`src/rtl/frame_pixel_streamer.sv`:
```
// rtl/frame_pixel_streamer.sv - raster-order pixel source from frame RAM; optional INVERT_ON_BEAT_EN
module frame_pixel_streamer #(
  parameter int DATA_WIDTH = 8,
  parameter int IMG_WIDTH  = 640,
  parameter int IMG_HEIGHT = 480,
  parameter int ADDR_WIDTH = $clog2(IMG_WIDTH*IMG_HEIGHT)
) (
  input  logic                  clk,
  input  logic                  reset,
  input  logic                  frame_start,
  input  logic                  beat_detected,
  output logic                  rd_en,
  output logic [ADDR_WIDTH-1:0] rd_addr,
  input  logic [DATA_WIDTH-1:0] rd_data,
  input  logic                  module_ready,
  output logic [DATA_WIDTH-1:0] pixel_out,
  output logic                  pixel_out_valid,
  output logic                  sof,
  output logic                  eol,
  output logic                  busy,
  output logic                  frame_done
);

  localparam int XW = (IMG_WIDTH  > 1) ? $clog2(IMG_WIDTH)  : 1;
  localparam int YW = (IMG_HEIGHT > 1) ? $clog2(IMG_HEIGHT) : 1;
  localparam int EW = DATA_WIDTH + 2;
  localparam logic [ADDR_WIDTH-1:0] LAST_ADDR = ADDR_WIDTH'(IMG_WIDTH*IMG_HEIGHT-1);
  localparam logic [XW-1:0]         LAST_X    = XW'(IMG_WIDTH-1);

  typedef enum logic [1:0] {S_IDLE, S_STREAM, S_DRAIN, S_DONE} state_t;

  state_t                  state_q, state_d;
  logic [ADDR_WIDTH-1:0]   addr_q;
  logic [XW-1:0]           x_q;
  logic [YW-1:0]           y_q;
  logic                    inflight_q;
  logic                    tag_sof_q, tag_eol_q;
  logic [EW-1:0]           head_q, tail_q;
  logic [1:0]              count_q, count_d;
  logic                    pop, push, issue;
  logic [2:0]              occ;
  logic [DATA_WIDTH-1:0]   push_pix;
  logic [EW-1:0]           push_entry;

`ifdef INVERT_ON_BEAT_EN
  logic beat_armed_q;
  logic invert_q;

  // Beat arms inversion for the next frame; the decision is frozen at frame_start
  always_ff @(posedge clk) begin
    if (reset) begin
      beat_armed_q <= 1'b0;
      invert_q     <= 1'b0;
    end else if (state_q == S_IDLE && frame_start) begin
      invert_q     <= beat_armed_q;
      beat_armed_q <= beat_detected;
    end else if (beat_detected && state_q != S_DONE) begin
      beat_armed_q <= 1'b1;
    end
  end

  assign push_pix = invert_q ? ~rd_data : rd_data;
`else
  logic unused_beat;
  assign unused_beat = beat_detected;
  assign push_pix    = rd_data;
`endif

  assign push_entry = {tag_sof_q, tag_eol_q, push_pix};

  // Credit check counts this cycle's pop so a full-rate stream keeps one read in flight
  always_comb begin
    pop     = (count_q != 2'd0) && module_ready;
    push    = inflight_q;
    occ     = {1'b0, count_q} + {2'b00, inflight_q} - {2'b00, pop};
    issue   = (state_q == S_STREAM) && (occ < 3'd2);
    count_d = count_q + {1'b0, push} - {1'b0, pop};
  end

  // Frame sequencing: stream reads, drain the pipe, then pulse done
  always_comb begin
    state_d = state_q;
    case (state_q)
      S_IDLE:   if (frame_start) state_d = S_STREAM;
      S_STREAM: if (issue && addr_q == LAST_ADDR) state_d = S_DRAIN;
      S_DRAIN:  if (count_d == 2'd0 && !inflight_q) state_d = S_DONE;
      S_DONE:   state_d = S_IDLE;
      default:  state_d = S_IDLE;
    endcase
  end

  // State register
  always_ff @(posedge clk) begin
    if (reset) state_q <= S_IDLE;
    else       state_q <= state_d;
  end

  // Read address and raster position; sof/eol tags travel with the outstanding read
  always_ff @(posedge clk) begin
    if (reset) begin
      addr_q     <= '0;
      x_q        <= '0;
      y_q        <= '0;
      inflight_q <= 1'b0;
      tag_sof_q  <= 1'b0;
      tag_eol_q  <= 1'b0;
    end else begin
      inflight_q <= issue;
      if (issue) begin
        tag_sof_q <= (x_q == '0) && (y_q == '0);
        tag_eol_q <= (x_q == LAST_X);
      end
      if (state_q == S_IDLE && frame_start) begin
        addr_q <= '0;
        x_q    <= '0;
        y_q    <= '0;
      end else if (issue && addr_q != LAST_ADDR) begin
        addr_q <= addr_q + ADDR_WIDTH'(1);
        if (x_q == LAST_X) begin
          x_q <= '0;
          y_q <= y_q + YW'(1);
        end else begin
          x_q <= x_q + XW'(1);
        end
      end
    end
  end

  // Two-entry output FIFO; head register drives the stream outputs directly
  always_ff @(posedge clk) begin
    if (reset) begin
      head_q  <= '0;
      tail_q  <= '0;
      count_q <= 2'd0;
    end else begin
      count_q <= count_d;
      case ({push, pop})
        2'b10: begin
          if (count_q == 2'd0) head_q <= push_entry;
          else                 tail_q <= push_entry;
        end
        2'b01: head_q <= tail_q;
        2'b11: begin
          if (count_q == 2'd1) begin
            head_q <= push_entry;
          end else begin
            head_q <= tail_q;
            tail_q <= push_entry;
          end
        end
        default: ;
      endcase
    end
  end

  assign rd_en           = issue;
  assign rd_addr         = addr_q;
  assign pixel_out       = head_q[DATA_WIDTH-1:0];
  assign eol             = head_q[DATA_WIDTH];
  assign sof             = head_q[DATA_WIDTH+1];
  assign pixel_out_valid = (count_q != 2'd0);
  assign busy            = (state_q == S_STREAM) || (state_q == S_DRAIN);
  assign frame_done      = (state_q == S_DONE);

endmodule

```
`config.mk`:
```
export PLATFORM = sky130hd
export DESIGN_NAME = frame_pixel_streamer
export DESIGN_NICKNAME = d
export VERILOG_FILES = /design/src/rtl/frame_pixel_streamer.sv
export SDC_FILE = /design/constraint.sdc
export NUM_CORES = 1
export LEC_CHECK = 0
export ABC_AREA = 1
export BUFFER_PORTS_ARGS = -buffer_cell sky130_fd_sc_hd__buf_4
export CAP_MARGIN = 20
export CORE_MARGIN = 10
export CORE_UTILIZATION = 38
export DETAILED_ROUTE_END_ITERATION = 12
export PLACE_DENSITY_LB_ADDON = 0.05
export SKIP_LAST_GASP = 1
export SYNTH_ARGS = -nofsm -noshare
export SYNTH_HDL_FRONTEND = slang
export SYNTH_SLANG_ARGS = --single-unit
export TNS_END_PERCENT = 10
```
`constraint.sdc`:
```
create_clock -name clk -period 6.75 [get_ports clk]
set_input_delay 0 -clock clk [delete_from_list [all_inputs] [get_ports clk]]
set_output_delay 0 -clock clk [all_outputs]
set_load 0.03 [all_outputs]
```
==> impl_results.md <==
- P_int: 0.000796 W
- Unrepaired setup endpoints after global routing: false
- Type of origin of the critical path: flip-flop
- Netlist cell types: 34
- Chip width: 116 um
- Pre-CTS WS: 3.75 ns
- ANT cells: 0
- Clock Tree Root: clkbuf_8
- Sw Share: 41.3%
- Async S/R FF share, synth: 0%
- CTS tree: yes
- Worst-Margin Slew: 0.935 ns
- Max Clock Freq: 0.335 GHz
- Register share of total power: 35.0%
- GP Congestion: 0.806
- Post-CTS resize count: 0
- Final nets: 573
- Yosys reg bits: 65
- Number of global-route vias before repair: 3003
- First-pass GRT wire length: 14400 um
- Power Density: 323 nW/um^2
- DRC violations left: 0
- LEAKAGE: 1.74 nW
- Tmin final: 2.99 ns
- Fin. max-slew vios: 0
- Combinational power share: 40.1%
- Port Buf Inserts: 44
- Remaining antenna violation count: 0
- Post-synthesis compound-gate area fraction: 16.7%
- Clock sink count: 65
- Commonest cells in the netlist: nand2_1, dfxtp_1, inv_1, a21oi_1, nor2_1
- H-tree lvl count: 3
- Final number of hold-violating endpoints: 0
- Syn avg cell area: 7.07 um^2
- Ys Warns: 0
- Synth-to-Final Area Change: 19.7%
- Reg clk slew, reported paths: 0.08 ns
- Simple-gate portion of the synthesized area: 28.0%
- Switch Pwr: 0.000560 W
- Most frequent cell after synthesis: nand2_1
- Status: complete, no violations
- Hold buffer count at cts: 9
- EDFF count, synth: 0
- DRT Wirelength: 8550 um
- Max FO, Critical Path: 26
- Largest family of logic cells by synthesized area: simple AND/OR/NAND/NOR gates
- Placed Instances: 635
- Slew Limit Headroom: 37.6%
- Worst setup EP type: flip-flop
- IO Pins: 46
- Largest net degree at the start of global routing: 32
- # Post-CTS Setup Buffers: 0
- Wire per inst: 12.9 um
- GR Util All Layers: 13.1%
- CTS buffer count: 9
- VDD IR max: 105 uV
- R2r worst-path depth: 14
- Starting Density: 39.6%
- Synth Area in Adders: 4.50%
- Hold path depth: 6
- Setup TNS: 0 ns
- Area of the die: 13500 um^2
- Synthesized area: 3510 um^2
- Syn Inst Count: 496
- Max clock buf depth: 2
- Mux contribution to synthesized area: 0%
- Vias per cell: 4.87
- Layout cell share with drive strength beyond 1: 15.6%
- Largest area contributor in the netlist: dfxtp_1
- Clk pwr share: 24.9%
- GRT Residual Overflow: 0
- Critical Path AT: 3.23 ns
- Final period utilization: 44.3%
- Setup Viol. Count Final: 0
- XOR/XNOR Fraction of Synth Area: 4.50%
- Core footprint: 8850 um^2
- Final cell count without fillers: 660
- Clk_skew: 0.00976 ns
- Die span in y: 116 um
- First-iteration detailed-routing DRC count: 165
- Mapped Nets: 521
- Via Count: 3216
- Clock Latency Late Sink: 0.34 ns
- Ys flop type: dfxtp_1
- Sequential-to-total area share from yosys stat: 37.1%
- Cell row count: 34
- Req. time, crit path: 6.99 ns
- Initial antenna violation count: 0
- Max-Cap Viols: 0
- Crit Path Category: flip-flop to flip-flop
- Hold crit path type: primary input to flip-flop
- Fillers: 911
- Post-synth top area share: 37.1%
- Synth area leaders: dfxtp_1, nand2_1, a21oi_1
- Post-DP HPWL: 6080 um
- Worst setup margin: 3.76 ns
- Detailed Routing Iterations Pass 1: 4
==> power by group through the flow <==
stage / clock (W) / sequential [W] / combinational [W]
CTS: 0.000348 / 0.000476 / 0.000550
global placement: 0 / 0.000482 / 0.000538
global route: 0.000367 / 0.000484 / 0.000609
floorplan: 0 / 0.000544 / 0.000345
finish: 0.000338 / 0.000475 / 0.000544
detailed placement: 0 / 0.000484 / 0.000543
==> area by class of cell <==
class,count,area [um^2],area share [%]
multi-input cells,354,1890,44.9
inverters,61,230,5.48
clock inverters,3,40.0,0.954
repair buffers,57,450,10.7
flip-flops and latches,65,1300,31.0
clock buffers,12,155,3.69
well taps,108,135,3.22
==> metal layers <==
metal  part of all wire, %  GRT usage [%]  vias to the layer above
li1                      -              -                     1719
met1                    51           17.6                     1449
met2                    45           20.3                       39
met3                   3.3           2.33                        9
met4                   1.2           5.00                        0
met5                     0              0                        -
==> worst max-delay path: stages, from the launching register on <==
cell,delay [ns]
dfxtp_1,0.41
nor2_1,0.08
nor2_1,0.18
nand2_1,0.13
nand2_1,0.08
ha_1,0.16
fa_1,0.43
inv_1,0.10
nand3_1,0.12
nor2_4,0.19
inv_2,0.09
a21oi_4,0.56
nand2_1,0.14
o21ai_0,0.18
nor2_1,0.05
==> path summary, 6_finish.rpt <==
| check | start | end | slack [ns] |
|---|---|---|---|
| worst min-delay path | frame_start | state_q[1]$_SDFFE_PP0P_ | 0.12 |
| worst max register to register | count_q[1]$_SDFF_PP0_ | rd_addr[2]$_SDFFE_PP0P_ | 3.76 |
| worst min register to register | tag_eol_q$_SDFFE_PP0P_ | tail_q[8]$_SDFFE_PP0P_ | 0.48 |
| worst max-delay path | count_q[1]$_SDFF_PP0_ | rd_addr[2]$_SDFFE_PP0P_ | 3.76 |
==> sequential cells by signal (all words and copies together), names as in the netlist <==
| signal | count |
|---|---|
| tail_q | 10 |
| rd_addr | 19 |
| x_q | 10 |
| tag_sof_q | 1 |
| inflight_q | 1 |
| count_q | 2 |
| tag_eol_q | 1 |
| state_q | 2 |
| y_q | 9 |
| head_q | 10 |
==> per-stage QoR <==
step / instance area [um^2] / total power (W) / hold slack [ns] / util, %
floorplan: 3510 / 0.000889 / 0.0713 / -
global placement: 3910 / 0.00102 / 0.234 / 44.1
detailed placement: 3910 / 0.00103 / 0.234 / 44.1
CTS: 4190 / 0.00137 / 0.0813 / 47.4
global route: 4200 / 0.00146 / 0.146 / 47.5
finish: 4200 / 0.00136 / 0.116 / 47.5
==> layout by cell type, fill, tap and decap left out, types with 2 or more instances in the layout <==
master,Yosys,layout
nand2_1,111,111
dfxtp_1,65,65
inv_1,59,59
a21oi_1,52,52
buf_4,0,48
nor2_1,39,39
o21ai_0,35,35
nand3_1,29,29
nor3_1,16,16
xor2_1,14,14
ha_1,11,11
clkbuf_8,0,11
dlygate4sd3_1,0,9
o21ai_1,7,7
a21oi_2,7,7
nand4_1,6,6
xnor2_1,4,4
nor2_4,3,3
nand2_2,3,3
clkinv_2,1,3
nor2_2,2,2
nand2_4,2,2
o21bai_1,2,2
o31ai_1,3,2
==> cell families (layout without fill, tap and decap cells) <==
| kind of cell | after synthesis | in the layout |
|---|---|---|
| simple gates | 217 | 217 |
| xor+xnor | 18 | 18 |
| buf+inv | 77 | 133 |
| fa+ha+maj | 12 | 12 |
| compound gates | 107 | 107 |
| flops | 65 | 65 |
Power figures use the tool's default switching activity.
